[config.mk]
export PLATFORM = sky130hd
export DESIGN_NAME = instr_fetch_ctrl
export DESIGN_NICKNAME = d
export VERILOG_FILES = /design/src/rtl/fetch_pkg.sv /design/src/rtl/ctrl_op_detect.sv /design/src/rtl/instr_fetch_ctrl.sv
export SDC_FILE = /design/constraint.sdc
export NUM_CORES = 1
export LEC_CHECK = 0
export ABC_AREA = 1
export CORE_MARGIN = 1
export CORE_UTILIZATION = 30
export CTS_CLUSTER_DIAMETER = 100
export DETAILED_ROUTE_END_ITERATION = 10
export HOLD_SLACK_MARGIN = 0.02
export MAX_ROUTING_LAYER = met4
export SLEW_MARGIN = 10
export SYNTH_ARGS = -nofsm -noshare
export SYNTH_HDL_FRONTEND = slang
export SYNTH_HIERARCHICAL = 1
export SYNTH_SLANG_ARGS = --single-unit
[constraint.sdc]
create_clock -name clk -period 1.6 [get_ports clk]
set_input_delay 0.24 -clock clk [delete_from_list [all_inputs] [get_ports clk]]
set_output_delay 0.24 -clock clk [all_outputs]
set_load 0.005 [all_outputs]
[src/rtl/fetch_pkg.sv]
// Shared opcode constants, FSM encoding and the registered output bundle for the fetch sequencer.
package fetch_pkg;

  localparam logic [3:0]  OP_NOP   = 4'b0000;
  localparam logic [3:0]  OP_J     = 4'b1000;
  localparam logic [3:0]  OP_BRZ   = 4'b1001;
  localparam logic [3:0]  OP_JM    = 4'b1010;
  localparam logic [3:0]  OP_BRN   = 4'b1011;
  localparam logic [31:0] NOP_WORD = 32'h0;

  typedef enum logic [1:0] {
    S_IDLE   = 2'd0,
    S_FETCH  = 2'd1,
    S_BRWAIT = 2'd2,
    S_HALT   = 2'd3
  } fetch_state_t;

  typedef struct packed {
    logic [31:0] instr;
    logic [7:0]  pc;
    logic        valid;
  } fetch_out_t;

endpackage

[src/rtl/ctrl_op_detect.sv]
// Flags control-flow opcodes; also intended for the decode hazard logic.
module ctrl_op_detect
  import fetch_pkg::*;
(
  input  logic [3:0] opcode,
  output logic       is_ctrl
);

  assign is_ctrl = (opcode == OP_J) || (opcode == OP_BRZ) ||
                   (opcode == OP_JM) || (opcode == OP_BRN);

endmodule

[src/rtl/instr_fetch_ctrl.sv]
// Fetch sequencer: owns the PC, streams memory words to decode and injects
// NOP bubbles after control-flow opcodes until execute resolves the branch.
module instr_fetch_ctrl
  import fetch_pkg::*;
#(
  parameter logic [7:0] START_PC   = 8'h00,
  parameter logic [7:0] LAST_PC    = 8'hFF,
  parameter int         BR_TIMEOUT = 8
) (
  input  logic        clk,
  input  logic        rst_n,
  input  logic        start,
  input  logic        stall_in,
  input  logic        br_valid,
  input  logic        br_taken,
  input  logic [7:0]  br_target,
  output logic [7:0]  imem_addr,
  input  logic [31:0] imem_data,
  output logic [31:0] instr_out,
  output logic [7:0]  instr_pc,
  output logic        instr_valid,
  output logic        halted,
  output logic        br_timeout
);

  localparam logic [7:0] CNT_LAST = 8'(BR_TIMEOUT - 1);

  fetch_state_t state;
  fetch_out_t   out_q;
  logic [7:0]   cnt;
  logic         br_at_last;
  logic         is_ctrl;
  logic         at_last;

  ctrl_op_detect u_op_det (
    .opcode  (imem_data[31:28]),
    .is_ctrl (is_ctrl)
  );

  assign at_last     = (imem_addr == LAST_PC);
  assign instr_out   = out_q.instr;
  assign instr_pc    = out_q.pc;
  assign instr_valid = out_q.valid;

  always_ff @(posedge clk or negedge rst_n) begin
    if (!rst_n) begin
      state      <= S_IDLE;
      imem_addr  <= START_PC;
      out_q      <= '0;
      halted     <= 1'b0;
      br_timeout <= 1'b0;
      cnt        <= '0;
      br_at_last <= 1'b0;
    end else begin
      case (state)
        S_IDLE, S_HALT: begin
          out_q.valid <= 1'b0;
          if (start) begin
            state      <= S_FETCH;
            imem_addr  <= START_PC;
            halted     <= 1'b0;
            br_timeout <= 1'b0;
          end
        end
        S_FETCH: begin
          if (!stall_in) begin
            out_q <= '{instr: imem_data, pc: imem_addr, valid: 1'b1};
            if (is_ctrl) begin
              // A branch sitting on LAST_PC keeps the address; not-taken then halts.
              br_at_last <= at_last;
              if (!at_last) imem_addr <= imem_addr + 8'd1;
              cnt   <= '0;
              state <= S_BRWAIT;
            end else if (at_last) begin
              state  <= S_HALT;
              halted <= 1'b1;
            end else begin
              imem_addr <= imem_addr + 8'd1;
            end
          end
        end
        S_BRWAIT: begin
          if (!stall_in) begin
            out_q.instr <= NOP_WORD;
            out_q.valid <= 1'b1;
            cnt         <= cnt + 8'd1;
          end
          // Resolution is accepted even while decode is stalled.
          if (br_valid && br_taken) begin
            imem_addr <= br_target;
            state     <= S_FETCH;
          end else if (br_valid || (!stall_in && cnt == CNT_LAST)) begin
            if (!br_valid) br_timeout <= 1'b1;
            if (br_at_last) begin
              state  <= S_HALT;
              halted <= 1'b1;
            end else begin
              state <= S_FETCH;
            end
          end
        end
        default: state <= S_IDLE;
      endcase
    end
  end

endmodule

After elaboration in Yosys (flattened, before gate mapping)
Index checks and enable logic that the tools add are counted.
Widths: inputs -> output; s select.
{"block": "word_totals", "reg_bits": 62, "in_bits": 46, "output_inout_bits": 51, "elab_cells": 89}
{"block": "op_classes", "n_addsub": 2, "eq_ne": 23, "n_mux": 34, "bitwise_logic": 1, "reduce_logical": 20}
{"operator": "$pmux 32 s2", "n": 1}
{"operator": "$mux 8", "n": 7}
{"operator": "$mux 41", "n": 1}
{"operator": "$mux 32", "n": 1}
{"operator": "$ne 2x2->1 const B", "n": 12}
{"operator": "$pmux 8 s3", "n": 1}
{"operator": "$add 8x1->8 const B", "n": 2}
{"operator": "$eq 4x4->1 const B", "n": 4}
{"operator": "$pmux 8 s2", "n": 1}
{"operator": "$mux 2", "n": 7}
{"operator": "$reduce_and 4->1", "n": 3}
{"operator": "$mux 1", "n": 11}
{"operator": "$eq 8x3->1 const B", "n": 1}
{"operator": "$eq 8x8->1 const B", "n": 1}
{"operator": "$reduce_and 7->1", "n": 1}
{"operator": "$ne 3x3->1 const B", "n": 2}
{"operator": "$pmux 1 s3", "n": 2}
{"operator": "$pmux 2 s3", "n": 1}
{"operator": "$reduce_and 3->1", "n": 2}
{"operator": "$reduce_and 5->1", "n": 1}
{"operator": "$eq 2x2->1 const B", "n": 2}
{"operator": "$logic_or 1x1->1", "n": 4}
{"operator": "$reduce_and 2->1", "n": 2}
{"operator": "$reduce_bool 2->1", "n": 2}
{"operator": "other kinds (7)", "n": 8}

Logic depth before layout (Yosys ltp)
{"block": "depth", "word_depth": 7, "ltp_mapped": 12, "depth_no_buf": 11}

Hierarchy
The synthesis kept the hierarchy.
{"mod": "instr_fetch_ctrl", "instances": 1, "cells_each": 314, "area_per_inst_um2": 2912.8, "seq_area_each_um2": 1551.5}
{"mod": "ctrl_op_detect", "instances": 1, "cells_each": 2, "area_per_inst_um2": 10.0, "seq_area_each_um2": 0.0}

Worst setup path before layout
OpenSTA, ideal clock, no wires.
{"block": "synth_path", "kind": "flip-flop to flip-flop", "startpoint": "reg state[0]", "endpoint": "reg imem_addr[5]", "setup_time_ns": 0.065, "arrival_ns": 1.433, "required_ns": 1.535, "slack_ns": 0.101, "path_stages_with_launch": 10, "n_path_buf": 0, "synth_period_minus_slack_ns": 1.499, "path_cell_list": "dfrtp_1 -> inv_1 -> ha_1 -> nand2_1 -> nand2_1 -> a21oi_2 -> o21ai_4 -> nor2_4 -> nand2_1 -> nand2_1"}
{"block": "synth_between", "elab_chain_cells": 4, "word_cells_on_any_way": 11, "classes_between": "eq/ne (7); mux (1); reduce/logical (3)"}
{"element": "start: declaration", "line": "instr_fetch_ctrl.sv:28", "rtl": "fetch_state_t state;"}
{"element": "start signal: assignment", "line": "instr_fetch_ctrl.sv:47", "rtl": "state <= S_IDLE;"}
{"element": "start signal: assignment", "line": "instr_fetch_ctrl.sv:59", "rtl": "state <= S_FETCH;"}
{"element": "start signal: assignment", "line": "instr_fetch_ctrl.sv:73", "rtl": "state <= S_BRWAIT;"}
{"element": "$eq 2x2->1 or $logic_not 2->1 (tied branches)", "line": "instr_fetch_ctrl.sv:55", "rtl": "case (state)"}
{"element": "$reduce_or 2->1", "line": "instr_fetch_ctrl.sv:55"}
{"element": "$ne 2x2->1 (no source line)"}
{"element": "$reduce_and 4->1 (no source line)"}
{"element": "end signal: assignment", "line": "instr_fetch_ctrl.sv:71", "rtl": "if (!at_last) imem_addr <= imem_addr + 8'd1;"}
{"element": "end signal: assignment", "line": "instr_fetch_ctrl.sv:78", "rtl": "imem_addr <= imem_addr + 8'd1;"}
{"element": "end signal: assignment", "line": "instr_fetch_ctrl.sv:90", "rtl": "imem_addr <= br_target;"}
{"element": "end: declaration", "line": "instr_fetch_ctrl.sv:17", "rtl": "output logic [7:0] imem_addr,"}
Parallel ways exist; a longest one is shown, timed or not.
A chain may end at the register's enable or synchronous reset.

Worst setup path in the final report
{"block": "layout_path", "startpoint": "reg imem_addr[4]", "endpoint": "out imem_addr[4]"}
No word-level cell between the ends.

==> qor.txt <==
Setup Crit Path Kind: reg2out
Synth top area share: 53.1%
largest family of logic cells by synthesized area: simple AND/OR/NAND/NOR gates
f_max: 644 MHz
DR vias: 2,704
post-layout util: 47.6%
drt pass-1 iters: 4
Post-Synth XOR/XNOR Area: 0.300%
CP arrival: 1310 ps
CTS tree: done
clock share of power: 15.7%
CTS Buf Count: 9
adder-cell area share of the yosys netlist: 1.71%
Max Slew Vio Count: 0
Die Wd: 101 um
Root Buffer: clkbuf_8
post-synthesis register bit count: 62
RSZ-0062 raised after global routing: yes
mux cell area share after synthesis: 0%
IO Port Bufs: 96
detailed-route DRC error count: 0
WP data required: 1360 ps
Rows: 35
GRT Resource Usage Total: 16.7%
number of flops mapped to enable cells by yosys: 0
final hold violations: 0
placed instance count: 548
Max VDD drop: 0.567 mV
fin crit share: 97.0%
crit end category: output pin
syn_area_per_cell: 9.25 um2
core outline area: 9330 um2
min Tclk post-route: 1550 ps
die area: 10,100 um2
Synth Cell Area: 2920 um2
area grow syn2layout: 52.1%
chip height: 101 um
final WL: 8000 um
total global routing overflow: 0
initial antenna violation count: 0
final cell count without fillers: 570
largest cells by area after synthesis: dfrtp_1 53%, nand2_1 13%, a32o_1 11%
relative slew slack: 76.1%
Top Ports: 97
first-pass GRT wire length: 12,800 um
Max Cap Viol: 0
Starting Density: 31.3%
CTS Buffer Depth: 2
clk sinks: 62
Routed Antenna Nets: 0
Slew @ Worst Pin: 359 ps
post-synthesis sequential area ratio: 53.1%
Yosys warning total: 6
Post-DP HPWL: 5730 um
worst-path fanout max: 6
Sw Share: 34.7%
Worst-path clk slew: 70 ps
vias in the first global route: 2,588
GPL Wtd Cong: 0.927
top_reg_cell synth: dfrtp_1
CP max stage cell: clkdlybuf4s50_1
commonest cells after routing, fill and taps aside: 96 x nand2_1, 93 x clkdlybuf4s50_1, 58 x dfrtp_1, 32 x a32o_1, 24 x buf_4
R2R depth: 8
H-tree Lvls: 3
Ant. Diodes: 0
CP Launch Type: flop
Int Pwr: 4.69 mW
switching power: 2.49 mW
critical path cell sequence: clkdlybuf4s50_1
Final setup viols: 0
clk_skew: 8.14 ps
logic gate share of total power: 50.1%
Yosys top cell by area: dfrtp_1
most common cell after layout, fill and taps aside: nand2_1
share of post-route cells with drive strength above 1: 17.2%
pwr/cell area: 1620 nW/um2
type of the most critical hold path: in2async
Crit path max-delay family: buffers and inverters
reg-to-reg setup timing slack: 80 ps
via/cell ratio: 4.74
Final nets: 487
clock latency on the worst-skew pair: 340 ps
ys async rst share: 100%
r2r endpoint: cnt[2]
Compound-Gate Fraction of Synth Area: 17.4%
Yosys cell types: 29
CP max stage delay: 540 ps
DR iter-0 viols: 142
Post-Synth Simple-Gate Area: 20.8%
Worst Path Buf+Inv: 1
Leak: 2.01 nW
routed len/inst: 14.0 um
largest net degree at the start of global routing: 54
Fill cells: 894
Cells after Synth: 316
Synthesized Nets: 366
reg-to-reg startpoint: state[1]
status: complete, no violations
part of the power in registers: 34.2%
[layer usage]
layer,vias to the layer above,wire length [um],global-route usage (%),part of all wire [%]
met4,0,25,5.35,0.31
met3,6,296,4.02,3.7
met1,1317,3560,20.8,44
met2,63,4120,26.7,52
li1,1318,-,-,-
met5,-,0,-,0
[area by class of cell]
cell class / count / area, um2 / share of cell area, %
repair buffers: 124 / 1210 / 27.3
clock buffers: 10 / 128 / 2.87
inverters: 27 / 109 / 2.45
well taps: 129 / 161 / 3.63
flip-flops and latches: 62 / 1560 / 35.0
clock inverters: 5 / 27.5 / 0.619
multi-input cells: 213 / 1250 / 28.2
[logic make-up (layout without fill, tap and decap cells)]
kind of cell,count (synthesis),in the layout
AND/OR/NAND/NOR,144,144
XOR/XNOR,1,1
flip-flops,62,62
adder cells (fa/ha/maj),4,4
AO/OA/AOI/OAI,64,64
buffers and inverters,41,166
[power groups by stage]
| stage | combinational (mW) | sequential [mW] | clock, mW |
|---|---|---|---|
| 2_1_floorplan | 1.52 | 2.49 | 0 |
| 3_3_place_gp | 3.33 | 2.44 | 0 |
| 3_5_place_dp | 3.38 | 2.47 | 0 |
| 4_1_cts | 3.40 | 2.44 | 1.18 |
| 5_1_grt | 3.93 | 2.53 | 1.26 |
| 6_report | 3.60 | 2.46 | 1.13 |
[synthesized netlist by cell type, types with 2 or more instances]
cell / number
nor2_1: 16
o21ai_0: 11
buf_6: 2
o21ai_1: 7
clkbuf_1: 4
nor2_2: 5
nand4_1: 4
nand3_1: 11
ha_1: 4
o31ai_1: 2
inv_2: 4
a32o_1: 32
nor2_4: 3
a21oi_1: 7
dfrtp_1: 62
buf_4: 3
nand2_2: 2
buf_2: 5
inv_1: 22
nand2_1: 100
nor3_1: 2
[what timing repair did]
item | 4_1_cts | 5_1_grt
buffers inserted | 0 | 7
setup endpoints to repair | 3 | 44
gates resized for setup | 2 | 22
pin swaps | 0 | 11
hold buffers | 1 | 0
hold endpoints to repair | 9 | 0
gates cloned | 0 | 0
[state kept, by name, summed over array words and instances, names as in the netlist]
signal	flops
halted	1
state	2
instr_valid	1
instr_pc	8
br_at_last	1
br_timeout	1
cnt	8
imem_addr	8
instr_out	32
[worst max path at each step]
stage	slack [ps]	cells past startpoint	startpoint	endpoint
floorplan	100	9	state[0]	imem_addr[5]
global placement	-70	8	stall_in	cnt[5]
detailed placement	-90	10	imem_data[31]	cnt[5]
CTS	6	10	state[1]	cnt[3]
global route	-40	8	state[1]	cnt[7]
finish	50	1	imem_addr[4]	imem_addr[4]
[stage by stage]
step                hold WS (ps)  instance area, um2  setup TNS [ps]  power [mW]  setup WS [ps]
finish                       308                4440               0        7.18           47.5
global route                 318                4440            -187        7.72          -44.7
CTS                          289                4340               0        7.02           6.20
detailed placement           127                4170            -481        5.85          -85.6
global placement             122                4170            -295        5.78          -68.2
floorplan                  -55.6                2920               0        4.02            101
Power figures use the tool's default switching activity.
